==> config.mk <==
export PLATFORM = sky130hd
export DESIGN_NAME = pc_controller
export DESIGN_NICKNAME = d
export VERILOG_FILES = /design/src/rtl/pc_controller.sv
export SDC_FILE = /design/constraint.sdc
export NUM_CORES = 1
export LEC_CHECK = 0
export ABC_AREA = 1
export CAP_MARGIN = 20
export CORE_ASPECT_RATIO = 0.75
export CORE_MARGIN = 2
export CORE_UTILIZATION = 44
export DETAILED_ROUTE_END_ITERATION = 10
export GPL_TIMING_DRIVEN = 0
export PLACE_DENSITY = 0.8
export SYNTH_ARGS = -nofsm -noshare
export SYNTH_HDL_FRONTEND = slang
export SYNTH_SLANG_ARGS = --single-unit
==> constraint.sdc <==
create_clock -name i_clk -period 2.6 [get_ports i_clk]
set_clock_uncertainty 0.1 [all_clocks]
set_input_delay 0.39 -clock i_clk [delete_from_list [all_inputs] [get_ports i_clk]]
set_output_delay 0.39 -clock i_clk [all_outputs]
set_load 0.005 [all_outputs]
==> src/rtl/pc_controller.sv <==
// pc_controller: IF-stage program counter with run/step/halt sequencing and a cycle counter.
// Define PC_DEBUG_STEP_EN to enable the single-step (STEP) state driven by i_step.
module pc_controller #(
    parameter int                N_BITS   = 32,
    parameter logic [N_BITS-1:0] RESET_PC = '0
) (
    input  logic              i_clk,
    input  logic              i_reset,
    input  logic              i_run,
    input  logic              i_step,
    input  logic              i_stall,
    input  logic              i_halt,
    input  logic              i_jump,
    input  logic [N_BITS-1:0] i_jump_addr,
    input  logic              i_branch,
    input  logic [N_BITS-1:0] i_branch_addr,
    output logic [N_BITS-1:0] o_pc,
    output logic [N_BITS-1:0] o_pc_4,
    output logic              o_pc_en,
    output logic [1:0]        o_state,
    output logic              o_halted,
    output logic [31:0]       o_cycles
);
    typedef enum logic [1:0] {IDLE = 2'b00, RUN = 2'b01, STEP = 2'b10, HALTED = 2'b11} state_t;

    state_t            state_q, state_d;
    logic [N_BITS-1:0] pc_q, pc_d, pc_next;
    logic [31:0]       cycles_q, cycles_d;
    logic              halted_q, halted_d;
    logic              active, redirect, halt_take, step_req;

`ifdef PC_DEBUG_STEP_EN
    assign step_req = i_step;
`else
    logic unused_step;
    assign unused_step = i_step;
    assign step_req    = 1'b0;
`endif

    assign active    = (state_q == RUN) || (state_q == STEP);
    assign redirect  = i_jump | i_branch;
    // A redirect squashes a HALT fetched on the wrong path
    assign halt_take = i_halt & ~redirect;
    assign o_pc_4    = pc_q + N_BITS'(4);
    assign pc_next   = i_jump ? i_jump_addr : (i_branch ? i_branch_addr : o_pc_4);
    assign o_pc_en   = active & (redirect | (~i_stall & ~i_halt));

    always_comb begin
        state_d = state_q;
        case (state_q)
            IDLE:    state_d = i_run ? RUN : (step_req ? STEP : IDLE);
            RUN:     state_d = halt_take ? HALTED : RUN;
            STEP:    state_d = halt_take ? HALTED : IDLE;
            default: state_d = HALTED;
        endcase
        pc_d     = o_pc_en ? pc_next : pc_q;
        cycles_d = (active && !(&cycles_q)) ? cycles_q + 32'd1 : cycles_q;
        halted_d = (state_d == HALTED);
    end

    always_ff @(posedge i_clk or posedge i_reset) begin
        if (i_reset) begin
            state_q  <= IDLE;
            pc_q     <= RESET_PC;
            cycles_q <= '0;
            halted_q <= 1'b0;
        end else begin
            state_q  <= state_d;
            pc_q     <= pc_d;
            cycles_q <= cycles_d;
            halted_q <= halted_d;
        end
    end

    assign o_pc     = pc_q;
    assign o_state  = state_q;
    assign o_halted = halted_q;
    assign o_cycles = cycles_q;
endmodule
==> summary.txt <==
Setup path
  – CP max FO: 6
  – Maximum cell stage delay along the critical path: 0.55 ns
  – Critical path start-end classification: reg -> out
  – Depth of the worst register-to-register path: 11
  – Slack of the worst reg-to-reg path: 0.51 ns
  – WP buf/inv: 1
  – Master of the slowest instance on the critical path: sky130_fd_sc_hd__clkdlybuf4s50_1
  – Req. time, crit path: 2.11 ns
  – Capture point of the worst reg-to-reg path: o_cycles[20]
  – Cells along the critical path: nand2_1 -> nor2_1 -> nand2_1 -> nor2_2 -> nand3_1 -> nand2_1 -> clkdlybuf4s50_1
  – Reg-to-reg critical path startpoint: o_cycles[0]
  – Crit start category: flip-flop
  – Category of cells accounting for the largest share of critical-path delay: simple AND/OR/NAND/NOR gates
  – Capturing element type of the critical path: output port
  – Data arrival time of the critical path: around 2.1 ns
  – Cell mode on critical path: sky130_fd_sc_hd__nand2_1

CTS
  – Deepest clock path buffer count: 2
  – Clock net sink count: 67
  – Number of levels in the clock H-tree: 3
  – Total clock buffers created by CTS: 9
  – Post-CTS clock slew at the launch and capture registers of the worst setup and hold paths: 0.05 ns
  – Clock tree from TritonCTS: done
  – Clock tree root driver cell: sky130_fd_sc_hd__clkbuf_16
  – Clock network latency to the later pin of the worst-skew pair: 0.33 ns
  – Post-CTS Hold Buffers: 0

Synthesis
  – Combined area of all synthesized cells: ~4900 um2
  – Cell accounting for the most synthesized area: sky130_fd_sc_hd__dfrtp_1
  – Syn_area_per_cell: 6.670 um2
  – Instance count of the mapped netlist: 728
  – Number of distinct standard cells referenced by the synthesized netlist: 29
  – Area share of the largest cell type after synthesis: 34.53%
  – Post-synthesis sequential area ratio: 34.53%
  – Yosys synthesis warning count: 0
  – Most common library cells after synthesis: 277 x sky130_fd_sc_hd__nand2_1, 126 x sky130_fd_sc_hd__nor2_1, 67 x sky130_fd_sc_hd__dfrtp_1
  – Dominant cell by count in the synthesized netlist: sky130_fd_sc_hd__nand2_1
  – Number of synthesized register bits: 67
  – Async set-reset flop share out of synthesis: 100.0%
  – Largest cells by area after synthesis: sky130_fd_sc_hd__dfrtp_1 35%, sky130_fd_sc_hd__nand2_1 21%, sky130_fd_sc_hd__nor2_1 9.7%, sky130_fd_sc_hd__a22o_1 4.5%, sky130_fd_sc_hd__xor2_1 4.1%
  – Most used DFF post-synth: sky130_fd_sc_hd__dfrtp_1
  – EDFF count, synth: 0
  – Syn Nets: 806

Timing
  – Final max-slew violation count: 0
  – Pin slew with the least headroom to its limit: 0.8488 ns
  – Peak Freq: ~390 MHz
  – Headroom to the max-slew limit: 43.42%
  – Count of final hold-check violations: 0
  – Minimum period implied by the final worst setup slack: 2.579 ns
  – Setup slack of the critical path after layout: 0.02051 ns
  – Final critical-path share of the clock period: between 90% and 100%
  – Number of setup violations in the final report: 0
  – RSZ-0062 raised after global routing: true

Cells and area
  – Final standard cell count with taps included and fillers excluded: about 1100
  – Synthesis-to-finish area growth: 53.41%
  – Share of layout cells above drive strength 1: 14.01%
  – Total number of nets in the final design: ~1000
  – Total inserted antenna cells: 0
  – Fillers: slightly above 900

Routing
  – Total wirelength of the detailed-routed design: approximately 17 mm
  – First-iteration detailed-routing DRC count: 483
  – Number of vias after detailed routing: 5654
  – Count of unresolved DRC violations after routing: 0
  – First-pass iteration count of the detailed router: 5
  – Vias/cell: 5.226
  – WL/cell: 15.65 um
  – Residual antenna-violating net count after detailed routing: 0

Placement
  – Count of input and output buffers: between 150 and 200
  – Dpl hpwl: 12.44 mm
  – Total placed cells including tap cells: 1037
  – Final RePlAce weighted congestion: 0.9893
  – Placement-stage worst setup slack: -0.2708 ns

Job
  – Max Cap Viol: 0

Pwr
  – Final total power: 2.414 mW
  – PwrDens: around 320 nW/um2
  – Worst VDD drop: 363.3 uV
  – Leakage power of the design: 3.271 nW

Hold path
  – Number of cells on the worst hold path: 2
  – Worst Hold End: o_cycles[31]
  – Hold WC Path Type: reg -> reg
  – Worst Hold Launch: o_cycles[31]

Global routing
  – Antenna violations before repair: 0
  – Total congestion overflow after global routing: 0
  – Vias in the first global route: 5225
  – Global-route wire length before repair: 26.40 mm
  – Aggregate global-route resource usage: ~28%
  – Largest net degree at the start of global routing: 68

Floorplan
  – Die boundary height: 94.98 um
  – Horiz. Die Dim: 125.3 um
  – Core area: roughly 11000 um2
  – Die outline area: 11900 um2
  – I/O pin total: 172
  – Count of standard-cell rows: 33
  – Initial core utilization: 44.72%

Run status
  – Outcome: finished clean
[worst max-delay path by stage]
stage                     from          end  cells after the start
floorplan              i_reset  o_cycles[0]                      1
global placement       i_reset     o_pc[10]                      2
detailed placement    i_branch      o_pc_en                      7
CTS                 o_state[1]      o_pc_en                      5
global route           o_pc[2]   o_pc_4[20]                     10
finish                o_pc[15]   o_pc_4[27]                      7
[layer usage]
layer / vias up / part of all wire, % / global-route usage (%)
met1: 2643 / 47 / 39.75
met4: 0 / 1.9 / 7.315
met3: 22 / 7.5 / 6.459
met2: 261 / 43 / 42.53
met5: - / 0 / 0
li1: 2728 / - / -
[area by class of cell]
type | instances | area [um2] | share of cell area [%]
repair buffers | 199 | 1934 | 25.97
well taps | 140 | 175.2 | 2.351
plain buffers | 21 | 145.1 | 1.948
multi-input cells | 588 | 3023 | 40.58
clock buffers | 14 | 264.0 | 3.544
inverters | 51 | 198.9 | 2.670
clock inverters | 2 | 10.01 | 0.1344
flip-flops and latches | 67 | 1699 | 22.81
[tightest hold or removal path, stage by stage, from the launching register on]
cell and delay (ns):
sky130_fd_sc_hd__dfrtp_1 0.39, sky130_fd_sc_hd__nand2_1 0.07, sky130_fd_sc_hd__nand2_1 0.06
[layout by cell type (no fill, tap or decap), types with 9 or more instances in the layout]
cell and instances:
sky130_fd_sc_hd__a21oi_1 29, sky130_fd_sc_hd__a22o_1 25, sky130_fd_sc_hd__buf_4 33, sky130_fd_sc_hd__clkbuf_1 9, sky130_fd_sc_hd__clkbuf_16 9, sky130_fd_sc_hd__clkdlybuf4s50_1 153
sky130_fd_sc_hd__dfrtp_1 49, sky130_fd_sc_hd__dfrtp_2 18, sky130_fd_sc_hd__dlymetal6s2s_1 10, sky130_fd_sc_hd__inv_1 46, sky130_fd_sc_hd__nand2_1 268, sky130_fd_sc_hd__nand2_2 11
sky130_fd_sc_hd__nand3_1 32, sky130_fd_sc_hd__nand3b_1 11, sky130_fd_sc_hd__nor2_1 106, sky130_fd_sc_hd__nor2_2 11, sky130_fd_sc_hd__nor2_4 17, sky130_fd_sc_hd__nor3_1 14
sky130_fd_sc_hd__xnor2_1 10, sky130_fd_sc_hd__xor2_1 18
[what timing repair did]
item,in CTS,in global routing
setup buffers,17,13
setup endpoints to repair,22,19
pin swaps,7,14
gates resized for setup,39,47
[state kept, by name, indices dropped and copies added (netlist names)]
signal	count
o_pc	32
o_cycles	32
o_state	2
o_halted	1
[per-stage QoR]
step                hold slack [ns]  instance area [um2]  TNS [ns]  utilization (%)
floorplan                    0.4104                 4856         0                -
global placement             0.4309                 6723    -56.81            61.91
detailed placement           0.4372                 6725   -0.2708            61.93
CTS                          0.4393                 7211  -0.01730            66.40
global route                 0.4778                 7450   -0.3974            68.60
finish                       0.4420                 7450         0            68.60
[report_power, final]
part	internal [mW]	switching [mW]	leakage, nW
registers	1.05	0.00283	0.889
logic	0.133	0.0845	2.25
clock network	0.696	0.451	0.137
[cells by family after synthesis]
logic type	share of synthesized area, %
AND/OR/NAND/NOR	41.30
AO/OA/AOI/OAI	9.637
buffers and inverters	7.034
XOR/XNOR	5.952
adder cells (fa/ha/maj)	1.546
flip-flops	34.53
(Power assumes the default switching activity.)
